## config.mk

```make
export PLATFORM = sky130hd
export DESIGN_NAME = branch_pc_unit
export DESIGN_NICKNAME = d
export VERILOG_FILES = /design/src/rtl/branch_pc_unit.sv
export SDC_FILE = /design/constraint.sdc
export NUM_CORES = 1
export LEC_CHECK = 0
export BUFFER_PORTS_ARGS = -buffer_cell sky130_fd_sc_hd__buf_2
export CAP_MARGIN = 20
export CELL_PAD_IN_SITES_DETAIL_PLACEMENT = 1
export CELL_PAD_IN_SITES_GLOBAL_PLACEMENT = 1
export CORE_ASPECT_RATIO = 0.7
export CORE_MARGIN = 2
export CORE_UTILIZATION = 42
export CTS_CLUSTER_DIAMETER = 80
export DETAILED_ROUTE_END_ITERATION = 8
export PLACE_DENSITY = 0.8
export SLEW_MARGIN = 40
export SYNTH_ARGS = -nofsm -noshare
export SYNTH_HDL_FRONTEND = slang
export SYNTH_SLANG_ARGS = --single-unit
export TNS_END_PERCENT = 1
```

## constraint.sdc

```tcl
create_clock -name clk -period 3.9 [get_ports clk]
set_input_delay 0.78 -clock clk [delete_from_list [all_inputs] [get_ports clk]]
set_output_delay 0.78 -clock clk [all_outputs]
set_load 0.005 [all_outputs]
```

## src/rtl/branch_pc_unit.sv

```systemverilog
// Fetch PC holder and conditional-branch resolver wrapped around an external
// registered condition checker: accept -> check -> resolve, then redirect or resume.
module branch_pc_unit #(
    parameter int          PC_WIDTH     = 32,
    parameter int          OFFSET_WIDTH = 11,
    parameter int unsigned RESET_PC     = 0,
    parameter int unsigned INSTR_BYTES  = 2
) (
    input  logic                    clk,
    input  logic                    not_reset,
    input  logic                    advance,
    input  logic                    br_valid,
    output logic                    br_ready,
    input  logic [3:0]              br_cond,
    input  logic [PC_WIDTH-1:0]     br_pc,
    input  logic [OFFSET_WIDTH-1:0] br_offset,
    output logic [3:0]              chk_cond,
    output logic                    chk_not_enable,
    input  logic                    chk_ok,
    output logic [PC_WIDTH-1:0]     pc,
    output logic                    pc_valid,
    output logic                    flush,
    output logic                    br_taken,
    output logic                    br_done
);

    typedef enum logic [1:0] {
        S_RUN     = 2'd0,
        S_CHECK   = 2'd1,
        S_RESOLVE = 2'd2
    } state_t;

    localparam logic [PC_WIDTH-1:0] RESET_PC_W = PC_WIDTH'(RESET_PC);
    localparam logic [PC_WIDTH-1:0] STEP_W     = PC_WIDTH'(INSTR_BYTES);
    localparam logic [PC_WIDTH-1:0] FOUR_W     = PC_WIDTH'(4);
    localparam logic [3:0]          COND_RSVD  = 4'b1111;

    state_t                state_q, state_d;
    logic [PC_WIDTH-1:0]   pc_q, pc_d;
    logic [PC_WIDTH-1:0]   target_q, target_d;
    logic [3:0]            cond_q, cond_d;
    logic                  not_en_q, not_en_d;
    logic                  skip_q, skip_d;
    logic                  flush_q, flush_d;
    logic                  taken_q, taken_d;
    logic                  done_q, done_d;

    logic [PC_WIDTH-1:0]   offset_ext_s;
    logic [PC_WIDTH-1:0]   target_s;

    // Offset counts halfwords relative to the branch address plus four.
    assign offset_ext_s = {{(PC_WIDTH-OFFSET_WIDTH){br_offset[OFFSET_WIDTH-1]}}, br_offset};
    assign target_s     = br_pc + FOUR_W + (offset_ext_s << 1);

    // Next-state and next-output decode.
    always_comb begin
        state_d  = state_q;
        pc_d     = pc_q;
        target_d = target_q;
        cond_d   = cond_q;
        not_en_d = not_en_q;
        skip_d   = skip_q;
        flush_d  = 1'b0;
        taken_d  = 1'b0;
        done_d   = 1'b0;
        case (state_q)
            S_RUN: begin
                if (br_valid) begin
                    target_d = target_s;
                    cond_d   = br_cond;
                    not_en_d = (br_cond == COND_RSVD);
                    skip_d   = (br_cond == COND_RSVD);
                    state_d  = S_CHECK;
                end else if (advance) begin
                    pc_d = pc_q + STEP_W;
                end else begin
                    pc_d = pc_q;
                end
            end
            S_CHECK: begin
                not_en_d = 1'b1;
                state_d  = S_RESOLVE;
            end
            S_RESOLVE: begin
                done_d  = 1'b1;
                state_d = S_RUN;
                // Reserved code never redirects: the checker would hold a stale Ok.
                if (chk_ok && !skip_q) begin
                    pc_d    = target_q;
                    flush_d = 1'b1;
                    taken_d = 1'b1;
                end else begin
                    pc_d = pc_q;
                end
            end
            default: begin
                state_d = S_RUN;
            end
        endcase
    end

    // State and output registers with synchronous active-low reset.
    always_ff @(posedge clk) begin
        if (!not_reset) begin
            state_q  <= S_RUN;
            pc_q     <= RESET_PC_W;
            target_q <= '0;
            cond_q   <= 4'b0000;
            not_en_q <= 1'b1;
            skip_q   <= 1'b0;
            flush_q  <= 1'b0;
            taken_q  <= 1'b0;
            done_q   <= 1'b0;
        end else begin
            state_q  <= state_d;
            pc_q     <= pc_d;
            target_q <= target_d;
            cond_q   <= cond_d;
            not_en_q <= not_en_d;
            skip_q   <= skip_d;
            flush_q  <= flush_d;
            taken_q  <= taken_d;
            done_q   <= done_d;
        end
    end

    assign br_ready       = (state_q == S_RUN);
    assign pc_valid       = (state_q == S_RUN);
    assign pc             = pc_q;
    assign chk_cond       = cond_q;
    assign chk_not_enable = not_en_q;
    assign flush          = flush_q;
    assign br_taken       = taken_q;
    assign br_done        = done_q;

endmodule

```

==> results.md <==
* Setup TNS at 0 ns
* Fin util at about half
* Syn Area/Cell at roughly 7.7 sq um
* Seq/Total Area, Yosys at 27.8%
* Synth Register Bits at 74
* Most frequent cells in the layout: 109 x nand2_1, 93 x buf_2, 74 x dfxtp_1, 60 x ha_1, 58 x a21oi_1
* CORE AREA at 0.0124 sq mm
* Ports at 94
* GRT overflow at 0
* Asr flop ratio synth at 0%
* Hold Fails Final Rpt at 0
* CTS tree: yes
* Post-DP HPWL at 13,300 microns
* Final hold slack at 0.463 ns
* First-pass GRT wire length at 28,300 microns
* Vias in the first global route at between 5,000 and 6,000
* Drt first-iter violations at 291
* Slowest Stage Delay on Critical Path at 0.47 ns
* GR Util All Layers at approximately 25%
* Post-Synthesis Cells at 695
* Distinct cells, synth at 58
* Clock root buffer: clkbuf_16
* Power Total at 2.27 mW
* Slew @ Worst Pin at about 0.70 ns
* Std cell rows at 34
* DRT Pass-1 Iters at 5
* PostCTS Resize Cnt at 0
* CP Buf/Inv Count at 3
* Min cycle time layout at 3.31 ns
* Non-Filler Instances at 945
* Max-cap violation count at 0
* Synth Flop Type: dfxtp_1
* CTS Buf Count at 9
* Part of the cycle the worst path needs at 84.9%
* Worst-case headroom to the max-slew limit at between 50 and 60%
* HP Class: flop to flop
* CP Launch Type: input port
* Cell area power density at between 300 and 400 mW/mm^2
* RSZ-0062 raised after global routing: false
* CTS clk-pin slew, worst paths at 0.06 ns
* Skew final at 0.00576 ns
* Critical path class: input port to flop
* PortBufs at 93
* DP Cell Count at 929
* Post-synth top area share at 27.8%
* Initial core utilization at 43.0%
* Latest clock arrival within the worst-skew pair at 0.34 ns
* Status: finished, final reports clean
* Finished Cell Area at 0.00624 sq mm
* CTS sink cnt at between 70 and 80
* Maximum clock frequency at a little over 300 MHz
* Post-synth EDFFs at 0
* Vias at 5,544
* Max VDD drop at 216 uV
* Final setup vio count at 0
* Post-CTS Setup Inserts at 0
* Pin count of the biggest net entering global routing at 47
* Fraction of layout cells with a size suffix above 1 at 16.6%
* Mapped Nets at ~800
* Area of the multi-input gates at 0.00366 sq mm
* Final WL at 17,200 microns
* CP top delay family: compound AO/OA/AOI/OAI gates
* CP arrival at approximately 3.5 ns
* Dpl ws at about 0.22 ns
* Clock Path Buffers at 2
* Fill count at 1,562
* Post-Syn Area at 0.00533 sq mm
* Ordered cell list for the critical path: buf_2, inv_1, ha_1, inv_1, ha_1, fa_1, a21o_1, nand4_1, nand3_1, a211oi_1, a211oi_2, a41o_1, a31oi_1, o21ai_1
* Die width at 139 microns
* CP endpoint kind: flop
* Placed cell area at 0.00595 sq mm
* FF/Latch Area at 0.00148 sq mm
* Hold buffers post-CTS at 0
* Post-route setup slack at between 0.5 and 0.6 ns
* Pleak at roughly 2.8 nW
* Worst path required time at 4.12 ns
* Yosys warnings at 0
* Antenna viol nets, final at 0
* Synth-to-Final Area Change at 17.1%
* Diode count at 0
* CTS H-tree lvls at 3
* Final max-slew violation count at 0
* Commonest non-fill, non-tap cell in the layout: nand2_1
* Fin nets at 891
* DIE AREA at 0.0136 sq mm
* Via density at just under 6
* Initial antenna violation count at 0
* Area leader, netlist: dfxtp_1
* Crit path max fanout at 4
* Critical path's slowest cell: a211oi_1
* Placer Congestion at 0.881
* Main area contributors after synthesis: dfxtp_1 28%, ha_1 14%, nand2_1 7.7%
* Die Ht at a little under 100 microns
* Wire length per cell at 18.2 microns
* Drt drc at 0
[kinds of logic after synthesis]
| kind of cell | synth area share, % |
|---|---|
| AOI/OAI and AO/OA | 23.6 |
| xor gates and xnor gates | 4.61 |
| adders and majority gates | 14.5 |
| buffers and inverters | 3.52 |
| DFF | 27.8 |
| muxes | 0.940 |
| and+or+nand+nor | 25.0 |
[per-layer routing]
layer / up-vias / wire length [microns] / track usage [%]
met1: 2697 / 8430 / 36.0
met4: 0 / 233 / 5.65
met5: - / 0 / 0
li1: 2682 / - / -
met3: 21 / 850 / 4.27
met2: 144 / 7720 / 41.1
[worst reg2reg max path: cells and delay by family (launching register included)]
family | cells | cell delay (ns)
flip-flops | 1 | 0.44
buffers and inverters | 2 | 0.48
AO/OA/AOI/OAI | 2 | 0.27
AND/OR/NAND/NOR | 5 | 1.10
[registers in the layout (all words and copies together), names as in the netlist]
signal          cells
state_q             2
skip_q              1
target_q           32
chk_cond            4
pc                 32
chk_not_enable      1
br_taken            1
br_done             1
[final cells by class]
cell class / instances / area share, %
multi-input combinational: 575 / 58.7
clock inverter: 7 / 0.963
sequential: 74 / 23.8
tap: 162 / 3.25
timing repair buffer: 106 / 9.03
clock buffer: 9 / 3.61
inverter: 12 / 0.722
[report_power, final]
part / internal, mW / switching (mW)
logic: 0.249 / 0.367
registers: 0.808 / 0.0462
clock network: 0.442 / 0.359
total: 1.50 / 0.772
[worst paths after layout]
check               start  slack (ns)  cells after the start           end
max reg2reg    state_q[1]        1.51                      9        pc[23]
min reg2reg  target_q[26]        0.46                      2  target_q[26]
min          target_q[26]        0.46                      2  target_q[26]
max              br_pc[2]        0.59                     14  target_q[30]
[cells in the mapped netlist, types with 3 or more instances]
| library cell | count |
|---|---|
| a211oi_1 | 4 |
| a21boi_0 | 19 |
| a21o_1 | 10 |
| a21oi_1 | 58 |
| a22oi_1 | 4 |
| a31oi_1 | 8 |
| and2_1 | 25 |
| and3_1 | 18 |
| and4_1 | 5 |
| buf_4 | 3 |
| clkbuf_1 | 28 |
| dfxtp_1 | 74 |
| ha_1 | 60 |
| inv_1 | 11 |
| mux2i_1 | 5 |
| nand2_1 | 109 |
| nand3_1 | 34 |
| nand4_1 | 10 |
| nor2_1 | 39 |
| nor2b_1 | 7 |
| nor3_1 | 15 |
| nor4_1 | 5 |
| o211ai_1 | 7 |
| o21a_1 | 4 |
| o21ai_0 | 56 |
| o21ai_1 | 7 |
| o21bai_1 | 4 |
| xnor2_1 | 14 |
| xor2_1 | 14 |
No activity file was read; power rests on OpenSTA's default activity.
